**config.mk**
```make
export PLATFORM = sky130hd
export DESIGN_NAME = pc_fetch_ctrl
export DESIGN_NICKNAME = d
export VERILOG_FILES = /design/src/rtl/pc_fetch_ctrl.sv
export SDC_FILE = /design/constraint.sdc
export NUM_CORES = 1
export LEC_CHECK = 0
export BUFFER_PORTS_ARGS = -buffer_cell sky130_fd_sc_hd__buf_4
export CAP_MARGIN = 20
export CORE_UTILIZATION = 50
export CTS_CLUSTER_DIAMETER = 100
export DETAILED_ROUTE_END_ITERATION = 10
export PLACE_DENSITY = 0.72
export SKIP_CTS_REPAIR_TIMING = 1
export SLEW_MARGIN = 10
export SYNTH_ARGS = -nofsm -noshare
export SYNTH_HDL_FRONTEND = slang
export SYNTH_SLANG_ARGS = --single-unit
```
**constraint.sdc**
```tcl
create_clock -name clk -period 16.2 [get_ports clk]
set_clock_uncertainty 0.15 [all_clocks]
set_input_delay 3.24 -clock clk [delete_from_list [all_inputs] [get_ports clk]]
set_output_delay 3.24 -clock clk [all_outputs]
set_load 0.02 [all_outputs]
```
**src/rtl/pc_fetch_ctrl.sv**
```systemverilog
// Fetch-stage PC generator: one outstanding instruction request, a small response
// FIFO toward decode, and redirect handling that discards wrong-path fetches.
module pc_fetch_ctrl #(
  parameter logic [63:0] PC_RESET  = 64'h8000_0000,
  parameter int          BUF_DEPTH = 2
) (
  input  logic        clk,
  input  logic        reset,
  input  logic        pc_src,
  input  logic [63:0] pc_target,
  output logic        ireq_valid,
  output logic [63:0] ireq_addr,
  input  logic        iresp_data_ok,
  input  logic [31:0] iresp_data,
  output logic        f_valid,
  output logic [63:0] f_pc,
  output logic [31:0] f_instr,
  input  logic        d_ready
);

  localparam int PW = $clog2(BUF_DEPTH);
  localparam int CW = PW + 1;

  // Handshake rules: a request is offered while ireq_valid=1 and completes in the
  // cycle iresp_data_ok=1; address is held until then. Decode takes the head in
  // any cycle where f_valid && d_ready.
  typedef enum logic [1:0] {
    ST_IDLE  = 2'd0,
    ST_REQ   = 2'd1,
    ST_DRAIN = 2'd2
  } state_t;

  state_t          state_q, state_d;
  logic [63:0]     pc_q, pc_d;
  logic [63:0]     stall_q, stall_d;
  logic            drop_q, drop_d;
  logic [CW-1:0]   count_q, count_d;
  logic [PW-1:0]   rd_q, rd_d;
  logic [PW-1:0]   wr_q, wr_d;
  logic [63:0]     mem_pc_q    [BUF_DEPTH];
  logic [63:0]     mem_pc_d    [BUF_DEPTH];
  logic [31:0]     mem_instr_q [BUF_DEPTH];
  logic [31:0]     mem_instr_d [BUF_DEPTH];

  logic            pop;
  logic            push;
  logic            flush;
  logic [CW-1:0]   cnt_after_pop;

  assign f_valid    = (count_q != '0) && !drop_q;
  assign f_pc       = mem_pc_q[rd_q];
  assign f_instr    = mem_instr_q[rd_q];
  assign ireq_valid = (state_q != ST_IDLE);
  // While draining a dead request the memory still sees its original address.
  assign ireq_addr  = (state_q == ST_DRAIN) ? stall_q : pc_q;

  always_comb begin
    state_d       = state_q;
    pc_d          = pc_q;
    stall_d       = stall_q;
    drop_d        = drop_q;
    count_d       = count_q;
    rd_d          = rd_q;
    wr_d          = wr_q;
    mem_pc_d      = mem_pc_q;
    mem_instr_d   = mem_instr_q;
    push          = 1'b0;
    flush         = 1'b0;
    pop           = f_valid && d_ready;
    cnt_after_pop = count_q - CW'(pop);

    case (state_q)
      ST_IDLE: begin
        if (pc_src) begin
          flush = 1'b1;
          pc_d  = pc_target;
        end else if (cnt_after_pop < CW'(BUF_DEPTH)) begin
          state_d = ST_REQ;
        end
      end
      ST_REQ: begin
        if (pc_src) begin
          flush = 1'b1;
          pc_d  = pc_target;
          if (iresp_data_ok) begin
            state_d = ST_IDLE;
          end else begin
            stall_d = pc_q;
            drop_d  = 1'b1;
            state_d = ST_DRAIN;
          end
        end else if (iresp_data_ok) begin
          push = 1'b1;
          pc_d = pc_q + 64'd4;
          // Only keep requesting if the pushed entry still leaves a free slot.
          if (cnt_after_pop < CW'(BUF_DEPTH - 1)) state_d = ST_REQ;
          else                                   state_d = ST_IDLE;
        end
      end
      ST_DRAIN: begin
        if (pc_src) pc_d = pc_target;
        if (iresp_data_ok) begin
          drop_d  = 1'b0;
          state_d = ST_IDLE;
        end
      end
      default: state_d = ST_IDLE;
    endcase

    if (flush) begin
      count_d = '0;
      rd_d    = '0;
      wr_d    = '0;
    end else begin
      if (push) begin
        mem_pc_d[wr_q]    = pc_q;
        mem_instr_d[wr_q] = iresp_data;
        wr_d              = wr_q + PW'(1);
      end
      if (pop) rd_d = rd_q + PW'(1);
      count_d = cnt_after_pop + CW'(push);
    end
  end

  always_ff @(posedge clk or posedge reset) begin
    if (reset) begin
      state_q <= ST_IDLE;
      pc_q    <= PC_RESET;
      stall_q <= PC_RESET;
      drop_q  <= 1'b0;
      count_q <= '0;
      rd_q    <= '0;
      wr_q    <= '0;
      for (int i = 0; i < BUF_DEPTH; i++) begin
        mem_pc_q[i]    <= '0;
        mem_instr_q[i] <= '0;
      end
    end else begin
      state_q     <= state_d;
      pc_q        <= pc_d;
      stall_q     <= stall_d;
      drop_q      <= drop_d;
      count_q     <= count_d;
      rd_q        <= rd_d;
      wr_q        <= wr_d;
      mem_pc_q    <= mem_pc_d;
      mem_instr_q <= mem_instr_d;
    end
  end

endmodule
```
==> results.sh, run 1 <==
export IMPL_status="completed"
export IMPL_power_internal_uw=2340
export IMPL_rsz0062_at_grt="no"
export IMPL_crit_family="simple AND/OR/NAND/NOR gates"
export IMPL_seqCellArea_um2=8190
export IMPL_grt_usage=0.252
export IMPL_fmax_mhz=150
export IMPL_postPlaceCellArea_um2=18500
export IMPL_vdd_drop_max_mv=0.110
export IMPL_multi_input_area_um2=7660
export IMPL_p_seq_frac=0.404
export IMPL_syn_to_final_growth_pct=21.5
export IMPL_synth_area_um2=16300
export IMPL_critPathBufInv=3
export IMPL_netSwitchingFraction=0.322
export IMPL_htreeDepth=2
export IMPL_worstPathMaxFanout=63
export IMPL_num_fill_cells=2592
export IMPL_worst_slack_ns=9.52
export IMPL_p_sw_uw=1110
export IMPL_fin_crit_sh=0.413
export IMPL_endpoint_kind="register"
export IMPL_leakagePower_uw=0.00861
export IMPL_min_path_type="register to register"
export IMPL_gr_total_overflow=0
export IMPL_finalInstanceArea_um2=19900
export IMPL_tns_ns=0
export IMPL_io_buffers=262
export IMPL_grt_max_degree=106
export IMPL_antenna_found_initial=2
export IMPL_power_uw=3450
export IMPL_grt_pass1_wl_um=66600
export IMPL_power_share_clock=0.259
export IMPL_period_minus_slack_ns=6.68
export IMPL_cp_arrival_ns=6.93
export IMPL_vias=12100
export IMPL_start_util=0.513
export IMPL_max_stage_delay_ns=0.88
export IMPL_synthFlopType="dfrtp_1"
export IMPL_grt_pass1_vias=12000
export IMPL_syn_avg_cell_area_um2=11.9
export IMPL_drt_wirelength_per_cell_um=20.7
export IMPL_power_density_nw_per_um2=174
export IMPL_via_per_inst=5.94
export IMPL_hold_viol=0
export IMPL_clockBufferDepth=3
export IMPL_crit_path_frequent_cell="buf_4"
export IMPL_yosys_warnings=0
export IMPL_cp_required_ns=16.44
export IMPL_critical_path_slowest_cell="nand2b_2"
export IMPL_dp_hpwl_um=27900
export IMPL_numCtsBuffers=38
export IMPL_cts_tree="yes"
export IMPL_coreArea_um2=31900
export IMPL_core_rowCount=65
export IMPL_whs_ns=0.341
export IMPL_drive_gt1_frac=0.486
export IMPL_worst_skew_pair_late_latency_ns=0.52
export IMPL_pre_cts_slack_ns=8.70
export IMPL_drc=0
export IMPL_worst_pin_slew_ns=1.05
export IMPL_dr_pass1_iters=5
export IMPL_clock_sinks=327
export IMPL_crit_type="primary input to register"
export IMPL_finalSetupViolations=0
export IMPL_chipWidth_um=183
export IMPL_ioPinCount=263
export IMPL_ys_seq_area_frac=0.501
export IMPL_synth_async_sr_flop_share=1.00
export IMPL_ant_nets=0
export IMPL_drtIter0Drc=1063
export IMPL_maxSlewHeadroom=0.300
export IMPL_die_area_um2=33400
export IMPL_gp_congestion=0.927
export IMPL_synth_fp_nets=1475
export IMPL_synth_edf_count=0
export IMPL_ys_types=62
export IMPL_nNetsFinal=1671
export IMPL_drv_cap=0
export IMPL_die_h_um=183
export IMPL_drv_slew=0
export IMPL_drt_total_wl_um=42000
export IMPL_ys_ff_latch=327
export IMPL_syn_inst=1371
export IMPL_clock_root_buffer="clkbuf_16"
export IMPL_path_clk_slew_ns=0.06
export IMPL_path_cells="buf_4, nand2b_2, or3_1, inv_1, nand2_4, buf_4, mux2_2"
export IMPL_comb_power_share=0.337
export IMPL_startpoint_type="primary input"
-- state kept, by name (all words and copies together) (netlist names) --
signal       cells
pc_q            64
state_q          2
stall_q         64
rd_q             1
count_q          2
drop_q           1
wr_q             1
mem_instr_q     64
mem_pc_q       128
-- synth_stat cells, types with 18 or more instances --
library cell	instances	area [um2]
dfrtp_1	325	8130
buf_2	33	165
clkbuf_1	72	270
nor2_1	58	218
o21ai_0	32	160
and3_1	18	113
nor3_1	32	160
mux2_2	411	4630
nand4_1	40	250
nand3_1	39	195
a21oi_1	48	240
nand2_1	60	225
-- placed cells by master, fill, tap and decap left out, types with 8 or more instances in the layout --
cell type	synthesis	routed
and2_1	11	11
and4_1	9	9
o22ai_1	14	14
nor3_1	32	32
mux2_2	411	411
a32oi_1	15	15
clkbuf_16	0	41
or3_1	11	11
nor4_1	8	8
inv_1	9	8
a21oi_1	48	47
nand2_1	60	59
o21ai_0	32	32
and3_1	18	17
nor2_1	58	57
nand4_1	40	40
a31oi_1	10	10
nand3_1	39	39
buf_4	4	275
dfrtp_1	325	324
clkbuf_1	72	11
a2bb2oi_1	10	10
-- layout make-up --
class / count / share of cell area
Multi-Input combinational cell: 914 / 0.386
Timing Repair Buffer: 277 / 0.106
Tap cell: 435 / 0.0274
Sequential cell: 327 / 0.412
Clock inverter: 10 / 0.00920
Clock buffer: 57 / 0.0572
Antenna cell: 1 / 0.000126
Inverter: 9 / 0.00208
-- final timing paths --
check                                 start         endpoint  slack, ns  cells past startpoint
worst min-delay path            mem_pc_q[7]      mem_pc_q[7]       0.34                      1
worst min register to register  mem_pc_q[7]      mem_pc_q[7]       0.34                      1
worst max-delay path                 pc_src      mem_pc_q[6]       9.52                      7
min in group asynchronous             reset  mem_instr_q[24]       2.70                      2
max in group asynchronous             reset          pc_q[0]      10.95                      4
worst max register to register   state_q[0]      mem_pc_q[6]      12.00                      6
-- logic make-up after synthesis --
logic type      synth area share
xor+xnor                 0.00161
buf+inv                   0.0333
compound gates            0.0712
mux                        0.286
flops                      0.501
simple gates               0.105
fa+ha+maj                0.00230
-- through the flow --
step	cells	util
5_1_grt	2029	0.623
3_3_place_gp	1960	0.580
3_5_place_dp	1960	0.580
6_report	2030	0.623
4_1_cts	2027	0.622
2_1_floorplan	1371	-
-- worst register-to-register path, cell delays in order (launching register included) --
cell and delay [ns]:
dfrtp_1 0.56, nand2b_2 0.84, or3_1 0.59, inv_1 0.20, nand2_4 0.43, buf_4 0.78
mux2_2 0.53
-- per-layer routing --
metal	vias up	share of wire	global-route usage
met5	-	0.00031	0
li1	5449	-	-
met1	6071	0.44	0.356
met3	70	0.074	0.0488
met2	474	0.47	0.402
met4	2	0.018	0.0587
-- power groups by stage --
stage / Sequential, uW / Clock, uW / Combinational, uW
detailed placement: 1400 / 0 / 1160
finish: 1390 / 892 / 1160
CTS: 1390 / 910 / 1170
floorplan: 1290 / 0 / 836
global placement: 1370 / 0 / 1140
global route: 1440 / 944 / 1240
No activity file was read; power rests on OpenSTA's default activity.
==> inputs of run 2 (changes only) <==
- clock period: 16.2 -> 6.2 ns (I/O delays scaled with it)
==> run 2 against run 1 <==
  * First-iteration DRC count is 23% lower
  * Global-route usage about the same
  * Worst hold slack hardly changed
  * Non-clock buffer count is 3 higher
  * Combinational power rose to 2.6 times the previous value
  * Setup slack lost 7.8 ns
  * Total power increased to 2.6 times the previous value
  * Via count decreased by 0.51%
  * Final area shrank 0.45%
  * Sequential power rose to 2.6 times the previous value
==> results.sh, run 2 (synthesized netlist as in run 1, its figures left out) <==
export IMPL_numCtsBuffers=37
export IMPL_hold_path_end="mem_pc_q[7]"
export IMPL_drv_slew=0
export IMPL_largest_register_ffs=128
export IMPL_core_rowCount=65
export IMPL_crit_family="simple AND/OR/NAND/NOR gates"
export IMPL_grt_pass1_wl_um=66600
export IMPL_cp_required_ns=4.81
export IMPL_drt_total_wl_um=42200
export IMPL_netSwitchingFraction=0.327
export IMPL_nNetsFinal=1673
export IMPL_max_stage_delay_ns=0.91
export IMPL_power_internal_uw=5940
export IMPL_p_seq_frac=0.412
export IMPL_drtIter0Drc=817
export IMPL_grt_usage=0.252
export IMPL_start_util=0.513
export IMPL_vias=12000
export IMPL_coreArea_um2=31900
export IMPL_ioPinCount=263
export IMPL_maxSlewHeadroom=0.308
export IMPL_period_minus_slack_ns=4.53
export IMPL_path_clk_slew_ns=0.06
export IMPL_r2r_setup_slack_ns=2.71
export IMPL_die_h_um=183
export IMPL_hold_viol=0
export IMPL_rsz0062_at_grt="no"
export IMPL_dp_cells=1965
export IMPL_clock_sinks=327
export IMPL_vdd_drop_max_mv=0.309
export IMPL_r2r_end="mem_pc_q[8]"
export IMPL_grt_max_degree=172
export IMPL_fin_crit_sh=0.731
export IMPL_worstPathMaxFanout=34
export IMPL_crit_type="register to output port"
export IMPL_worst_pin_slew_ns=1.04
export IMPL_whs_ns=0.341
export IMPL_drive_gt1_frac=0.487
export IMPL_finalNonFillerCells=2029
export IMPL_finalSetupViolations=0
export IMPL_comb_power_share=0.344
export IMPL_ant_nets=0
export IMPL_critical_path_slowest_cell="nor2b_4"
export IMPL_final_core_util=0.620
export IMPL_seqCellArea_um2=8190
export IMPL_tns_ns=0
export IMPL_via_per_inst=5.92
export IMPL_chipWidth_um=183
export IMPL_min_path_type="register to register"
export IMPL_clockBufferDepth=3
export IMPL_critPathBufInv=2
export IMPL_gp_congestion=0.926
export IMPL_cts_tree="yes"
export IMPL_drc=0
export IMPL_syn_to_final_growth_pct=21.0
export IMPL_path_cells="nor2b_4, buf_4, mux2_2, buf_4"
export IMPL_hp_start="mem_pc_q[7]"
export IMPL_multi_input_area_um2=7660
export IMPL_io_buffers=262
export IMPL_p_sw_uw=2880
export IMPL_clock_root_buffer="clkbuf_16"
export IMPL_power_density_nw_per_um2=446
export IMPL_drv_cap=0
export IMPL_status="completed"
export IMPL_htreeDepth=2
export IMPL_gr_total_overflow=0
export IMPL_fmax_mhz=221
export IMPL_mostFrequentLayoutCells="mux2_2 (411), dfrtp_1 (324), buf_4 (277)"
export IMPL_die_area_um2=33400
export IMPL_drt_wirelength_per_cell_um=20.8
export IMPL_dp_hpwl_um=28400
export IMPL_antenna_found_initial=2
export IMPL_grt_pass1_vias=11900
export IMPL_dr_pass1_iters=5
export IMPL_largest_register="mem_pc_q"
export IMPL_ff2ff_path_depth=7
export IMPL_cp_arrival_ns=3.14
export IMPL_whs_path_depth=1
export IMPL_rr_startpoint="state_q[0]"
export IMPL_leakagePower_uw=0.00858
export IMPL_crit_path_frequent_cell="buf_4"
export IMPL_endpoint_kind="output port"
export IMPL_final_common_cell="mux2_2"
export IMPL_startpoint_type="register"
export IMPL_worst_skew_pair_late_latency_ns=0.53
export IMPL_num_fill_cells=2597
export IMPL_power_share_clock=0.244
## run 2: layout make-up
class / count / share of cell area
diodes: 1 / 0.000127
clock buffers: 58 / 0.0580
clock inverters: 5 / 0.00272
inverters: 9 / 0.00190
multi-input cells: 914 / 0.387
flip-flops and latches: 327 / 0.414
well taps: 435 / 0.0275
repair buffers: 280 / 0.108
## run 2: stage by stage
step                power (uW)  instance area [um2]  setup slack [ns]
global route              9300                19800              1.51
detailed placement        6710                18600              1.72
finish                    8820                19800              1.67
global placement          6580                18600              1.80
CTS                       8900                19800              1.66
floorplan                 5550                16300             0.447
## run 2: worst max-delay path by stage
| stage | endpoint | slack, ns | from | cells past startpoint |
|---|---|---|---|---|
| floorplan | count_q[0] | 0.45 | reset | 1 |
| global placement | mem_pc_q[14] | 1.80 | pc_src | 8 |
| detailed placement | mem_instr_q[6] | 1.72 | pc_src | 8 |
| CTS | ireq_addr[20] | 1.66 | state_q[1] | 4 |
| global route | ireq_addr[20] | 1.51 | state_q[1] | 4 |
| finish | ireq_addr[20] | 1.67 | state_q[1] | 4 |
## run 2: layer usage
layer  routed length [um]  global-route usage  up-vias  part of all wire
li1                     -                   -     5432                 -
met1                18400               0.348     6064              0.44
met2                19800               0.405      432              0.47
met3                 2910              0.0467       75             0.069
met4                 1080              0.0763        2             0.026
met5                   12                   0        -           0.00028
## run 2: power groups by stage
stage               combinational [uW]  sequential (uW)  clock, uW
finish                            3040             3630       2150
global route                      3250             3760       2290
CTS                               3070             3630       2210
detailed placement                3050             3660          0
global placement                  2990             3590          0
floorplan                         2180             3370          0
## run 2: worst register-to-register path: stages (launching register included)
cell	delay, ns
dfrtp_1	0.56
nand2b_2	0.15
buf_4	0.46
or3_1	0.57
inv_1	0.20
nand2_4	0.45
buf_12	0.39
mux2_2	0.45
